### config.mk
export PLATFORM = sky130hd
export DESIGN_NAME = mbist_ctrl
export DESIGN_NICKNAME = d
export VERILOG_FILES = /design/src/rtl/mbist_pkg.sv /design/src/rtl/mbist_addr_gen.sv /design/src/rtl/mbist_ctrl.sv
export SDC_FILE = /design/constraint.sdc
export NUM_CORES = 1
export LEC_CHECK = 0
export BUFFER_PORTS_ARGS = -buffer_cell sky130_fd_sc_hd__buf_2
export CAP_MARGIN = 10
export CORE_ASPECT_RATIO = 2
export CORE_MARGIN = 3
export CORE_UTILIZATION = 36
export CTS_BUF_LIST = sky130_fd_sc_hd__clkbuf_4
export DETAILED_ROUTE_END_ITERATION = 12
export HOLD_SLACK_MARGIN = 0.08
export PLACE_DENSITY = 0.67
export SETUP_SLACK_MARGIN = 0.3
export SYNTH_ARGS = -nofsm -noshare
export SYNTH_HDL_FRONTEND = slang
export SYNTH_SLANG_ARGS = --single-unit
### constraint.sdc
create_clock -name clk -period 5.9 [get_ports clk]
set_clock_uncertainty 0.1 [all_clocks]
set_input_delay 0.295 -clock clk [delete_from_list [all_inputs] [get_ports clk]]
set_output_delay 0.295 -clock clk [all_outputs]
set_load 0.02 [all_outputs]
### src/rtl/mbist_pkg.sv
// mbist_pkg: FSM and element types, per-element March C- tables (read
// expectation, write pattern, direction), the failure bit-code helper and
// the widths of the optional error-record fields (MBIST_ERRLOG_EN).
package mbist_pkg;

  typedef enum logic [1:0] {
    ST_IDLE = 2'd0,
    ST_RD   = 2'd1,
    ST_WR   = 2'd2,
    ST_FIN  = 2'd3
  } state_t;

  typedef enum logic [2:0] {
    E0 = 3'd0,
    E1 = 3'd1,
    E2 = 3'd2,
    E3 = 3'd3,
    E4 = 3'd4,
    E5 = 3'd5
  } elem_t;

  localparam logic [7:0] PAT_ZERO = 8'h00;
  localparam logic [7:0] PAT_ONE  = 8'hFF;

  // Error-record field widths: {cs one-hot, address, element, bit code}
  localparam int REC_CS_W   = 2;
  localparam int REC_ELEM_W = 3;
  localparam int REC_CODE_W = 4;

  // Every element except e0 starts a cell with a read
  function automatic logic elem_reads(input elem_t e);
    return (e != E0);
  endfunction

  // Every element except e5 ends a cell with a write
  function automatic logic elem_writes(input elem_t e);
    return (e != E5);
  endfunction

  // e3 and e4 walk the address space downwards
  function automatic logic elem_down(input elem_t e);
    return (e == E3) || (e == E4);
  endfunction

  // Byte expected by the read of each element
  function automatic logic [7:0] elem_rd_exp(input elem_t e);
    logic [7:0] v;
    case (e)
      E2, E4:  v = PAT_ONE;
      default: v = PAT_ZERO;
    endcase
    return v;
  endfunction

  // Byte written by the write of each element
  function automatic logic [7:0] elem_wr_pat(input elem_t e);
    logic [7:0] v;
    case (e)
      E1, E3:  v = PAT_ONE;
      default: v = PAT_ZERO;
    endcase
    return v;
  endfunction

  // One-hot write strobe for the lane under test
  function automatic logic [1:0] lane_strobe(input logic lane);
    return lane ? 2'b10 : 2'b01;
  endfunction

  // Single-bit syndrome -> bit index; multi-bit -> 8 + lowest set bit
  function automatic logic [3:0] bit_code(input logic [7:0] syn);
    logic [3:0] low;
    int         ones;
    low  = 4'd0;
    ones = 0;
    for (int i = 7; i >= 0; i--) begin
      if (syn[i]) low = 4'(i);
    end
    for (int i = 0; i < 8; i++) begin
      ones = ones + int'(syn[i]);
    end
    return (ones == 1) ? low : (4'd8 + low);
  endfunction

endpackage

### src/rtl/mbist_addr_gen.sv
// mbist_addr_gen: March cell walker. Holds the cell counter, current element
// and lane; exposes the current element/lane and the physical address,
// element and lane of the cell that follows a step.
module mbist_addr_gen import mbist_pkg::*; #(
  parameter int          AW    = 17,
  parameter int unsigned ADMAX = (1 << AW) - 1
) (
  input  logic          i_clk,
  input  logic          i_rst_n,
  input  logic          i_load,
  input  logic          i_step,
  output elem_t         o_elem,
  output logic          o_lane,
  output logic          o_last_run,
  output logic [AW-1:0] o_nxt_a,
  output elem_t         o_nxt_elem,
  output logic          o_nxt_lane
);

  localparam logic [AW-1:0] LAST = AW'(ADMAX);

  logic [AW-1:0] r_cnt;
  elem_t         r_elem;
  logic          r_lane;

  logic [AW-1:0] w_nxt_cnt;
  elem_t         w_nxt_elem;
  logic          w_nxt_lane;
  logic          w_last_cell;

  assign w_last_cell = (r_cnt == LAST);

  // Successor cell: counter wraps only at an element boundary, e5 rolls into the next lane
  always_comb begin
    w_nxt_cnt  = r_cnt + AW'(1);
    w_nxt_elem = r_elem;
    w_nxt_lane = r_lane;
    if (w_last_cell) begin
      w_nxt_cnt = '0;
      if (r_elem == E5) begin
        w_nxt_elem = E0;
        w_nxt_lane = 1'b1;
      end else begin
        w_nxt_elem = elem_t'(r_elem + 3'd1);
      end
    end
  end

  // Cell counter, element and lane registers
  always_ff @(posedge i_clk or negedge i_rst_n) begin
    if (!i_rst_n) begin
      r_cnt  <= '0;
      r_elem <= E0;
      r_lane <= 1'b0;
    end else if (i_load) begin
      r_cnt  <= '0;
      r_elem <= E0;
      r_lane <= 1'b0;
    end else if (i_step) begin
      r_cnt  <= w_nxt_cnt;
      r_elem <= w_nxt_elem;
      r_lane <= w_nxt_lane;
    end
  end

  assign o_elem     = r_elem;
  assign o_lane     = r_lane;
  assign o_last_run = w_last_cell && (r_elem == E5) && r_lane;
  assign o_nxt_elem = w_nxt_elem;
  assign o_nxt_lane = w_nxt_lane;
  assign o_nxt_a    = elem_down(w_nxt_elem) ? (LAST - w_nxt_cnt) : w_nxt_cnt;

endmodule

### src/rtl/mbist_ctrl.sv
// mbist_ctrl: SRAM access controller plus March C- BIST sequencer.
// Host accesses are served in IDLE only; a BIST run covers the low byte lane,
// then the high byte lane. All SRAM control outputs are registered so each
// access is stable for a whole cycle; read data is compared in the RD cycle.
// Optional feature macro: MBIST_ERRLOG_EN adds err_valid / err_rec.
module mbist_ctrl import mbist_pkg::*; #(
  parameter int          AW    = 17,
  parameter int unsigned ADMAX = (1 << AW) - 1,
  parameter int          ERR_W = 8
) (
  input  logic             clk,
  input  logic             reset,
  input  logic             start,
  input  logic             abort,
  input  logic             host_req,
  input  logic             host_we,
  input  logic [1:0]       host_be,
  input  logic [AW-1:0]    host_addr,
  input  logic [15:0]      host_wdata,
  output logic             host_gnt,
  output logic             host_rvalid,
  output logic [15:0]      host_rdata,
  output logic [AW-1:0]    sram_a,
  output logic             sram_oe,
  output logic [1:0]       sram_we,
  output logic [15:0]      sram_dout,
  input  logic [15:0]      sram_din,
  output logic             busy,
  output logic             done,
  output logic             pass,
  output logic [ERR_W-1:0] err_cnt
`ifdef MBIST_ERRLOG_EN
  ,
  output logic             err_valid,
  output logic [REC_CS_W+AW+REC_ELEM_W+REC_CODE_W-1:0] err_rec
`endif
);

  localparam logic [ERR_W-1:0] ERR_MAX = '1;

  state_t          r_state;
  logic [AW-1:0]   r_sram_a;
  logic            r_sram_oe;
  logic [1:0]      r_sram_we;
  logic [15:0]     r_sram_dout;
  logic            r_host_gnt;
  logic            r_host_rvalid;
  logic [15:0]     r_host_rdata;
  logic            r_busy;
  logic            r_done;
  logic            r_pass;
  logic [ERR_W-1:0] r_err_cnt;

  state_t          w_state_next;
  logic [AW-1:0]   w_sram_a_next;
  logic            w_sram_oe_next;
  logic [1:0]      w_sram_we_next;
  logic [15:0]     w_sram_dout_next;
  logic            w_host_gnt_next;
  logic            w_busy_next;
  logic            w_done_next;
  logic            w_pass_next;
  logic [ERR_W-1:0] w_err_cnt_next;
  logic            w_ag_load;
  logic            w_ag_step;

  elem_t           w_elem;
  logic            w_lane;
  logic            w_last_run;
  logic [AW-1:0]   w_nxt_a;
  elem_t           w_nxt_elem;
  logic            w_nxt_lane;

  logic [7:0]      w_rd_byte;
  logic [7:0]      w_syndrome;
  logic            w_fail;

  mbist_addr_gen #(
    .AW    (AW),
    .ADMAX (ADMAX)
  ) u_addr_gen (
    .i_clk      (clk),
    .i_rst_n    (reset),
    .i_load     (w_ag_load),
    .i_step     (w_ag_step),
    .o_elem     (w_elem),
    .o_lane     (w_lane),
    .o_last_run (w_last_run),
    .o_nxt_a    (w_nxt_a),
    .o_nxt_elem (w_nxt_elem),
    .o_nxt_lane (w_nxt_lane)
  );

  // Read data of the lane under test against the element's expected byte
  assign w_rd_byte  = w_lane ? sram_din[15:8] : sram_din[7:0];
  assign w_syndrome = w_rd_byte ^ elem_rd_exp(w_elem);
  assign w_fail     = (r_state == ST_RD) && (w_syndrome != 8'h00);

  // Next state, next SRAM access and status; each branch sets up the access of the following cycle
  always_comb begin
    w_state_next     = r_state;
    w_sram_a_next    = r_sram_a;
    w_sram_oe_next   = 1'b0;
    w_sram_we_next   = 2'b00;
    w_sram_dout_next = r_sram_dout;
    w_host_gnt_next  = 1'b0;
    w_busy_next      = r_busy;
    w_done_next      = r_done;
    w_pass_next      = r_pass;
    w_err_cnt_next   = r_err_cnt;
    w_ag_load        = 1'b0;
    w_ag_step        = 1'b0;

    if (abort) begin
      w_state_next = ST_IDLE;
      w_busy_next  = 1'b0;
      w_done_next  = 1'b0;
      w_pass_next  = 1'b0;
    end else begin
      case (r_state)
        ST_IDLE: begin
          if (start) begin
            // First access is always e0 write of cell 0, low lane
            w_ag_load        = 1'b1;
            w_state_next     = ST_WR;
            w_busy_next      = 1'b1;
            w_done_next      = 1'b0;
            w_pass_next      = 1'b0;
            w_err_cnt_next   = '0;
            w_sram_a_next    = '0;
            w_sram_we_next   = lane_strobe(1'b0);
            w_sram_dout_next = {2{elem_wr_pat(E0)}};
          end else if (host_req) begin
            w_host_gnt_next = 1'b1;
            w_sram_a_next   = host_addr;
            if (host_we) begin
              w_sram_we_next   = host_be;
              w_sram_dout_next = host_wdata;
            end else begin
              w_sram_oe_next = 1'b1;
            end
          end
        end

        ST_RD: begin
          if (w_fail && (r_err_cnt != ERR_MAX)) begin
            w_err_cnt_next = r_err_cnt + ERR_W'(1);
          end
          if (elem_writes(w_elem)) begin
            // Same cell, write half of the read-write pair
            w_state_next     = ST_WR;
            w_sram_we_next   = lane_strobe(w_lane);
            w_sram_dout_next = {2{elem_wr_pat(w_elem)}};
          end else if (w_last_run) begin
            w_state_next = ST_FIN;
            w_busy_next  = 1'b0;
            w_done_next  = 1'b1;
            w_pass_next  = (w_err_cnt_next == '0);
          end else begin
            w_ag_step     = 1'b1;
            w_sram_a_next = w_nxt_a;
            if (elem_reads(w_nxt_elem)) begin
              w_state_next   = ST_RD;
              w_sram_oe_next = 1'b1;
            end else begin
              w_state_next     = ST_WR;
              w_sram_we_next   = lane_strobe(w_nxt_lane);
              w_sram_dout_next = {2{elem_wr_pat(w_nxt_elem)}};
            end
          end
        end

        ST_WR: begin
          w_ag_step     = 1'b1;
          w_sram_a_next = w_nxt_a;
          if (elem_reads(w_nxt_elem)) begin
            w_state_next   = ST_RD;
            w_sram_oe_next = 1'b1;
          end else begin
            w_state_next     = ST_WR;
            w_sram_we_next   = lane_strobe(w_nxt_lane);
            w_sram_dout_next = {2{elem_wr_pat(w_nxt_elem)}};
          end
        end

        ST_FIN: begin
          w_state_next = ST_IDLE;
        end

        default: begin
          w_state_next = ST_IDLE;
          w_busy_next  = 1'b0;
        end
      endcase
    end
  end

  // State, registered SRAM controls and status outputs
  always_ff @(posedge clk or negedge reset) begin
    if (!reset) begin
      r_state     <= ST_IDLE;
      r_sram_a    <= '0;
      r_sram_oe   <= 1'b0;
      r_sram_we   <= 2'b00;
      r_sram_dout <= '0;
      r_host_gnt  <= 1'b0;
      r_busy      <= 1'b0;
      r_done      <= 1'b0;
      r_pass      <= 1'b0;
      r_err_cnt   <= '0;
    end else begin
      r_state     <= w_state_next;
      r_sram_a    <= w_sram_a_next;
      r_sram_oe   <= w_sram_oe_next;
      r_sram_we   <= w_sram_we_next;
      r_sram_dout <= w_sram_dout_next;
      r_host_gnt  <= w_host_gnt_next;
      r_busy      <= w_busy_next;
      r_done      <= w_done_next;
      r_pass      <= w_pass_next;
      r_err_cnt   <= w_err_cnt_next;
    end
  end

  // Capture host read data at the end of the granted read cycle
  always_ff @(posedge clk or negedge reset) begin
    if (!reset) begin
      r_host_rvalid <= 1'b0;
      r_host_rdata  <= '0;
    end else begin
      r_host_rvalid <= r_host_gnt && r_sram_oe;
      if (r_host_gnt && r_sram_oe) begin
        r_host_rdata <= sram_din;
      end
    end
  end

`ifdef MBIST_ERRLOG_EN
  logic                                         r_err_valid;
  logic [REC_CS_W+AW+REC_ELEM_W+REC_CODE_W-1:0] r_err_rec;

  // Failure record registered one cycle after the failing read; held until the next failure
  always_ff @(posedge clk or negedge reset) begin
    if (!reset) begin
      r_err_valid <= 1'b0;
      r_err_rec   <= '0;
    end else begin
      r_err_valid <= w_fail && !abort;
      if (w_fail && !abort) begin
        r_err_rec <= {lane_strobe(w_lane), r_sram_a, 3'(w_elem), bit_code(w_syndrome)};
      end
    end
  end

  assign err_valid = r_err_valid;
  assign err_rec   = r_err_rec;
`endif

  assign host_gnt    = r_host_gnt;
  assign host_rvalid = r_host_rvalid;
  assign host_rdata  = r_host_rdata;
  assign sram_a      = r_sram_a;
  assign sram_oe     = r_sram_oe;
  assign sram_we     = r_sram_we;
  assign sram_dout   = r_sram_dout;
  assign busy        = r_busy;
  assign done        = r_done;
  assign pass        = r_pass;
  assign err_cnt     = r_err_cnt;

endmodule

==> impl_metrics.py, run 1 <==
metrics = {
    "sta": {
        "finalCritPeriodShare_pct": 67.3,
        "worst_slew_margin_rel_pct": 30.8,
        "timing_hold_violations_final": 0,
        "timing_worst_slew_pin_value_ps": 1040,
        "grt_setup_unrepaired": "no",
        "finalMaxSlewViolations": 0,
        "timing.fmax_mhz": 252,
        "setup-tns-final_ps": 0,
        "report.final.setup_viol": 0,
        "period_minus_slack_ps": 3970,
    },
    "grt": {
        "overflow": 0,
        "via_count_of_the_first_global_routing_pass": 5154,
        "grt_max_degree": 65,
        "antenna_violations_before_repair": 2,
        "grt_util_all_layers_pct": 20.5,
        "grt_first_pass_wirelength_um": 25700,
    },
    "clock_tree": {
        "postCtsHoldBufs": 48,
        "cts_tree": "built",
        "cts_resized": 0,
        "clock_insertion_delay_worst_skew_ps": 450,
        "post_cts_setup_driven_buffer_insertion_count": 0,
        "clock_sinks": 88,
        "h-tree-depth": 3,
        "numCtsBuffers": 9,
        "max-clock-path-buffers": 2,
        "clockRootBuffer": "sky130_fd_sc_hd__clkbuf_4",
        "worst_setup_hold_path_clk_slew_ps": 150,
    },
    "route": {
        "remaining_drc_errors": 0,
        "average_via_count_per_standard_cell": 5.58,
        "route.antenna.remaining_nets": 0,
        "drt_pass1_iterations": 5,
        "initialDrtViolationCount": 321,
        "post_detailed_route_wirelength_per_cell_um": 17.3,
        "drt_wl_total_um": 15800,
        "via_count": 5120,
    },
    "setup_path": {
        "path_class": "reg -> reg",
        "critical-path-top-delay-family": "simple AND/OR/NAND/NOR gates",
        "critical_path.endpoint_type": "register",
        "crit_slowest_cell": "sky130_fd_sc_hd__o21bai_1",
        "required_ps": 6130,
        "cp_cell_sequence": "ha_1 -> nand4_1 -> nor4_1 -> and4_1 -> ha_1 -> and4b_1 -> nand3_1 -> nand3_1 -> o21bai_1 -> nand2_1 -> o21ai_0",
        "slowest_delay_ps": 550,
        "worstPathArrival_ps": 4200,
        "cp.buffers_inverters": 0,
        "cp_max_fo": 17,
        "critPathLaunchType": "register",
    },
    "yosys": {
        "synth_seq_area_share_pct": 43.3,
        "ys_seq_elements": 88,
        "synth_nets": 646,
        "syn_area_um2": 5080,
        "post_synth_inst_count": 580,
        "syn-mean-instance-area_um2": 8.76,
        "post-synth-top-area-fraction_pct": 43.3,
        "synth-edff-count": 0,
        "synth.most_common_cell": "sky130_fd_sc_hd__dfrtp_1",
        "post-synth-top-area-cell": "sky130_fd_sc_hd__dfrtp_1",
        "ys_warn_count": 0,
        "yosysUniqueCellTypes": 64,
        "synth.cells.most_frequent": "88 x sky130_fd_sc_hd__dfrtp_1, 74 x sky130_fd_sc_hd__nand2_1, 45 x sky130_fd_sc_hd__nor2_1",
        "synthArstFlopShare_pct": 100,
        "dominantRegCellSynth": "sky130_fd_sc_hd__dfrtp_1",
        "post_synth_main_area_contributors": "sky130_fd_sc_hd__dfrtp_1 43%, sky130_fd_sc_hd__nand2_1 5.5%, sky130_fd_sc_hd__o21ai_0 4.3%, sky130_fd_sc_hd__mux2_2 3.8%, sky130_fd_sc_hd__a21oi_1 3.7%",
    },
    "floorplanning": {
        "ioPinCount": 122,
        "chip_width_um": 90.0,
        "floorplan.die_area_um2": 15700,
        "total_core_area_um2": 13700,
        "floorplan.die.height_um": 174,
        "placementRows": 60,
        "initial_utilization_pct": 37.2,
    },
    "pwr": {
        "worst_ir_drop_vdd_uv": 65.1,
        "netSwitchingPower_uw": 410,
        "cellLeakagePower_uw": 0.00285,
        "portion_of_total_power_attributed_to_sequential_cells_pct": 52.2,
        "cellPowerDensity_nw_per_um2": 203,
        "cell_internal_pwr_uw": 892,
        "share_comb_of_total_power_pct": 22.3,
        "netSwitchingFraction_pct": 31.5,
        "power.clock.fraction_pct": 25.6,
    },
    "finish": {
        "area_delta_synth_final_pct": 26.4,
        "final_core_util_pct": 47.0,
        "layout.area.seq_um2": 2200,
        "multi_input_comb_area_um2": 2680,
        "layoutNonFillerInstCount": 917,
        "total_number_of_nets_in_the_final_design": 792,
        "drive_above_1_share_pct": 22.1,
        "layout.filler_cells": 1383,
    },
    "placed_design": {
        "place_inst": 852,
        "place.gp.congestion": 0.900,
        "port_buffers": 121,
        "post-dp-hpwl_um": 11400,
    },
    "hold_path": {
        "hold_path_class": "in -> reg",
    },
    "job": {
        "cap_viol_max_count": 0,
    },
    "outcome": {
        "outcome": "finished clean",
    },
}
-- area by class of cell --
class                   count  area share, %
well taps                 186           3.62
flip-flops and latches     88           34.3
clock inverters             4          0.740
diodes                      2         0.0779
clock buffers              10           1.17
inverters                  14          0.818
repair buffers            174           17.6
multi-input cells         439           41.7
-- worst paths after layout --
| check | from | endpoint | slack [ps] | cells past startpoint |
|---|---|---|---|---|
| setup / recovery | u_addr_gen.r_cnt[0]$_DFFE_PN0P_ | sram_dout[10]$_DFFE_PN0P_ | 1930 | 11 |
| min in group asynchronous | reset | host_rdata[8]$_DFFE_PN0P_ | 170 | 2 |
| setup reg to reg | u_addr_gen.r_cnt[0]$_DFFE_PN0P_ | sram_dout[10]$_DFFE_PN0P_ | 1930 | 11 |
| hold / removal | host_addr[15] | sram_a[15]$_DFFE_PN0P_ | 110 | 4 |
| hold reg to reg | sram_dout[6]$_DFFE_PN0P_ | sram_dout[6]$_DFFE_PN0P_ | 410 | 2 |
| max in group asynchronous | reset | sram_dout[10]$_DFFE_PN0P_ | 4370 | 3 |
-- registers in the layout (all words and copies together) (netlist names) --
name / flops
sram_a: 17
u_addr_gen.r_cnt: 17
host_rdata: 16
sram_dout: 16
err_cnt: 8
u_addr_gen.o_elem: 3
r_state: 2
sram_we: 2
busy: 1
done: 1
host_gnt: 1
host_rvalid: 1
pass: 1
sram_oe: 1
u_addr_gen.o_lane: 1
-- layout by cell type (no fill, tap or decap), types with 3 or more instances in the layout --
cell / count
sky130_fd_sc_hd__nand3_1: 11
sky130_fd_sc_hd__ha_1: 9
sky130_fd_sc_hd__nand2b_1: 4
sky130_fd_sc_hd__o31ai_1: 6
sky130_fd_sc_hd__and4_1: 5
sky130_fd_sc_hd__a31oi_1: 28
sky130_fd_sc_hd__nand4_1: 11
sky130_fd_sc_hd__inv_1: 14
sky130_fd_sc_hd__nor2b_1: 8
sky130_fd_sc_hd__dfrtp_1: 88
sky130_fd_sc_hd__nor2_1: 44
sky130_fd_sc_hd__dlygate4sd3_1: 48
sky130_fd_sc_hd__mux2i_1: 7
sky130_fd_sc_hd__or4_1: 3
sky130_fd_sc_hd__o22ai_1: 4
sky130_fd_sc_hd__a211oi_1: 5
sky130_fd_sc_hd__a21boi_0: 7
sky130_fd_sc_hd__o21ai_1: 6
sky130_fd_sc_hd__mux2_2: 17
sky130_fd_sc_hd__o21ai_0: 44
sky130_fd_sc_hd__clkbuf_4: 10
sky130_fd_sc_hd__xnor2_1: 8
sky130_fd_sc_hd__nor3_1: 18
sky130_fd_sc_hd__or3_1: 5
sky130_fd_sc_hd__and3_1: 5
sky130_fd_sc_hd__nor3b_1: 5
sky130_fd_sc_hd__buf_4: 5
sky130_fd_sc_hd__and2_1: 6
sky130_fd_sc_hd__xor2_1: 9
sky130_fd_sc_hd__a21oi_1: 37
sky130_fd_sc_hd__nor4_1: 6
sky130_fd_sc_hd__buf_2: 120
sky130_fd_sc_hd__a21o_1: 3
sky130_fd_sc_hd__nand2_1: 74
sky130_fd_sc_hd__a22o_1: 4
-- through the flow --
step                area [µm²]  hold WS (ps)  setup slack, ps  total power (µW)
finish                    6420           107             1930              1300
global route              6420          86.8             1460              1370
CTS                       6400          89.6             1920              1310
detailed placement        5800           118             1940               954
global placement          5800           115             2150               945
floorplan                 5080          -101             2650               837
-- logic make-up after synthesis --
family                     Yosys count  synth area share, %
and+or+nand+nor                    217                 21.1
AOI/OAI and AO/OA                  171                 20.9
DFF                                 88                 43.3
buffers and inverters               53                 4.11
muxes                               25                 5.37
xor gates and xnor gates            17                 2.93
adders and majority gates            9                 2.22
-- worst reg2reg max path, cell delays in order, from the launching register on --
cell	delay (ps)
sky130_fd_sc_hd__dfrtp_1	440
sky130_fd_sc_hd__ha_1	280
sky130_fd_sc_hd__nand4_1	140
sky130_fd_sc_hd__nor4_1	460
sky130_fd_sc_hd__and4_1	280
sky130_fd_sc_hd__ha_1	410
sky130_fd_sc_hd__and4b_1	340
sky130_fd_sc_hd__nand3_1	140
sky130_fd_sc_hd__nand3_1	490
sky130_fd_sc_hd__o21bai_1	550
sky130_fd_sc_hd__nand2_1	120
sky130_fd_sc_hd__o21ai_0	130
-- per-layer routing --
metal	part of all wire [%]	global-route usage [%]	vias to the layer above
met5	0	0	-
met4	6.6	14.9	0
met3	3.0	3.38	79
met2	56	38.1	176
met1	34	20.0	2474
li1	-	-	2391
-- power groups by stage --
stage               Sequential (µW)  Clock, µW  Combinational, µW
floorplan                       743          0               93.6
global placement                689          0                257
detailed placement              691          0                263
CTS                             679        341                289
global route                    684        368                316
finish                          679        333                290
Power figures use the tool's default switching activity.
==> run 2: changes to the inputs <==
Settings changed: PLACE_DENSITY 0.67 to 0.7.
Clock period 5.9 ns to 3.6 ns, I/O delays scaled along.
==> impl_metrics.py, run 2 (synthesized netlist as in run 1, its figures left out) <==
metrics = {
    "outcome": {
        "outcome": "finished clean",
    },
    "sta": {
        "grt_setup_unrepaired": "yes",
        "setup-tns-final_ps": 0,
        "finalCritPeriodShare_pct": 90.1,
        "report.final.setup_viol": 0,
        "holdWs_ps": 110,
        "period_minus_slack_ps": 3250,
        "finalMaxSlewViolations": 0,
        "timing.fmax_mhz": 308,
        "timing_worst_slew_pin_value_ps": 907,
        "timing_hold_violations_final": 0,
        "worst_slew_margin_rel_pct": 39.6,
    },
    "floorplanning": {
        "ioPinCount": 122,
        "floorplan.die.height_um": 174,
        "initial_utilization_pct": 37.2,
        "floorplan.die_area_um2": 15700,
        "total_core_area_um2": 13700,
        "placementRows": 60,
        "chip_width_um": 90.0,
    },
    "pwr": {
        "netSwitchingFraction_pct": 32.7,
        "cellLeakagePower_uw": 0.00299,
        "netSwitchingPower_uw": 685,
        "share_comb_of_total_power_pct": 23.4,
        "worst_ir_drop_vdd_uv": 116,
        "portion_of_total_power_attributed_to_sequential_cells_pct": 53.0,
        "power.clock.fraction_pct": 23.6,
        "cellPowerDensity_nw_per_um2": 311,
        "cell_internal_pwr_uw": 1410,
    },
    "grt": {
        "grt_max_degree": 70,
        "via_count_of_the_first_global_routing_pass": 5048,
        "antenna_violations_before_repair": 1,
        "grt_util_all_layers_pct": 19.8,
        "grt_first_pass_wirelength_um": 25200,
        "overflow": 0,
    },
    "setup_path": {
        "r2r_cells": 13,
        "crit_path_top_cell_by_count": "sky130_fd_sc_hd__buf_4",
        "required_ps": 3820,
        "cp_cell_sequence": "ha_2 -> nand4_1 -> nor4_4 -> and4_4 -> buf_4 -> ha_4 -> nand2_1 -> nor3_1 -> a211o_4 -> buf_4 -> a21boi_0 -> o21ai_0 -> a31oi_1",
        "worstPathArrival_ps": 3460,
        "crit_slowest_cell": "sky130_fd_sc_hd__dfrtp_1",
        "slowest_delay_ps": 450,
        "reg2reg_from": "u_addr_gen.r_cnt[0]$_DFFE_PN0P_",
        "path_class": "reg -> reg",
        "r2r-end": "sram_a[1]$_DFFE_PN0P_",
        "critPathLaunchType": "register",
        "critical_path.endpoint_type": "register",
        "regToRegSetupSlack_ps": 350,
        "cp_max_fo": 13,
    },
    "placed_design": {
        "port_buffers": 121,
        "place.gp.congestion": 0.866,
        "post-dp-hpwl_um": 11200,
    },
    "route": {
        "route.antenna.remaining_nets": 0,
        "initialDrtViolationCount": 326,
        "remaining_drc_errors": 0,
        "drt_wl_total_um": 15900,
        "via_count": 5199,
        "average_via_count_per_standard_cell": 5.48,
        "post_detailed_route_wirelength_per_cell_um": 16.7,
        "drt_pass1_iterations": 5,
    },
    "clock_tree": {
        "clock_sinks": 88,
        "numCtsBuffers": 9,
        "max-clock-path-buffers": 2,
        "cts_tree": "built",
        "worst_setup_hold_path_clk_slew_ps": 140,
        "h-tree-depth": 3,
        "clockRootBuffer": "sky130_fd_sc_hd__clkbuf_4",
        "clock_insertion_delay_worst_skew_ps": 450,
    },
    "finish": {
        "total_number_of_nets_in_the_final_design": 822,
        "layout.filler_cells": 1341,
        "drive_above_1_share_pct": 26.0,
        "layout_common_cells": "121 x sky130_fd_sc_hd__buf_2, 88 x sky130_fd_sc_hd__dfrtp_1, 74 x sky130_fd_sc_hd__nand2_1, 56 x sky130_fd_sc_hd__dlygate4sd3_1, 44 x sky130_fd_sc_hd__nor2_1",
        "final_common_cell": "sky130_fd_sc_hd__buf_2",
        "area_delta_synth_final_pct": 32.6,
    },
    "job": {
        "cap_viol_max_count": 0,
    },
    "hold_path": {
        "hold_depth": 4,
        "hold_path.startpoint": "host_be[0]",
        "min_delay_worst_endpoint": "sram_we[0]$_DFF_PN0_",
        "hold_path_class": "in -> reg",
    },
}
[run 2: cell types whose count changed in the layout (fill, tap and decap cells not counted), sizes merged]
cell         before  now
a211o             1    2
buf             126  147
bufinv            1    0
clkinv            2    4
clkinvlp          1    2
diode             2    1
dlygate4sd3      48   56
[run 2: how the worst max path moves through the flow]
stage | startpoint | endpoint | slack, ps
after floorplan | u_addr_gen.r_cnt[0]$_DFFE_PN0P_ | sram_a[15]$_DFFE_PN0P_ | 350
after global placement | u_addr_gen.r_cnt[0]$_DFFE_PN0P_ | u_addr_gen.r_cnt[7]$_DFFE_PN0P_ | 240
after detailed placement | u_addr_gen.r_cnt[0]$_DFFE_PN0P_ | sram_a[15]$_DFFE_PN0P_ | 100
after CTS | u_addr_gen.r_cnt[0]$_DFFE_PN0P_ | sram_a[15]$_DFFE_PN0P_ | 350
after global routing | u_addr_gen.r_cnt[0]$_DFFE_PN0P_ | sram_a[8]$_DFFE_PN0P_ | 240
final | u_addr_gen.r_cnt[0]$_DFFE_PN0P_ | sram_a[1]$_DFFE_PN0P_ | 350
[run 2: per-layer routing]
layer  share of wire (%)  global-route usage (%)
met1                  34                    19.6
met2                  56                    37.4
met3                 2.8                    2.34
met4                 6.8                    13.7
met5                   0                       0
[run 2: layout make-up]
type | instances | area, µm² | area share (%)
clock buffer | 10 | 75.1 | 1.11
antenna | 1 | 2.50 | 0.0371
tap | 186 | 233 | 3.45
inverter | 14 | 52.6 | 0.780
clock inverter | 6 | 36.3 | 0.539
timing repair buffer | 203 | 1360 | 20.2
multi-input combinational | 440 | 2770 | 41.2
sequential | 88 | 2200 | 32.7
[run 2: stage by stage]
stage,setup slack (ps),instances,cell area [µm²],utilization [%],power (µW)
global route,242,948,6740,49.3,2200
global placement,238,864,5890,43.1,1560
floorplan,355,580,5080,-,1370
CTS,352,936,6580,48.1,2120
finish,355,948,6740,49.3,2090
detailed placement,102,864,5890,43.1,1570
[run 2: power by group through the flow]
stage	sequential, µW	clock, µW	combinational [µW]
2_1_floorplan	1220	0	153
3_3_place_gp	1120	0	435
3_5_place_dp	1130	0	440
4_1_cts	1110	519	489
5_1_grt	1120	545	534
6_report	1110	493	490
[run 2: what timing repair did]
action / in CTS / in global routing
setup endpoints to repair: 44 / 27
resized for setup: 4 / 20
pin swaps: 1 / 8
setup buffers: 0 / 9
hold buffers: 56 / 0
gates cloned: 0 / 2
hold endpoints to repair: 126 / 0
[run 2: worst max-delay path, delay by kind of cell, from the launching register on]
family,cells,cell delay [ps]
and+or+nand+nor,5,1180
AOI/OAI and AO/OA,4,740
DFF,1,450
adders and majority gates,2,410
buffers and inverters,2,240
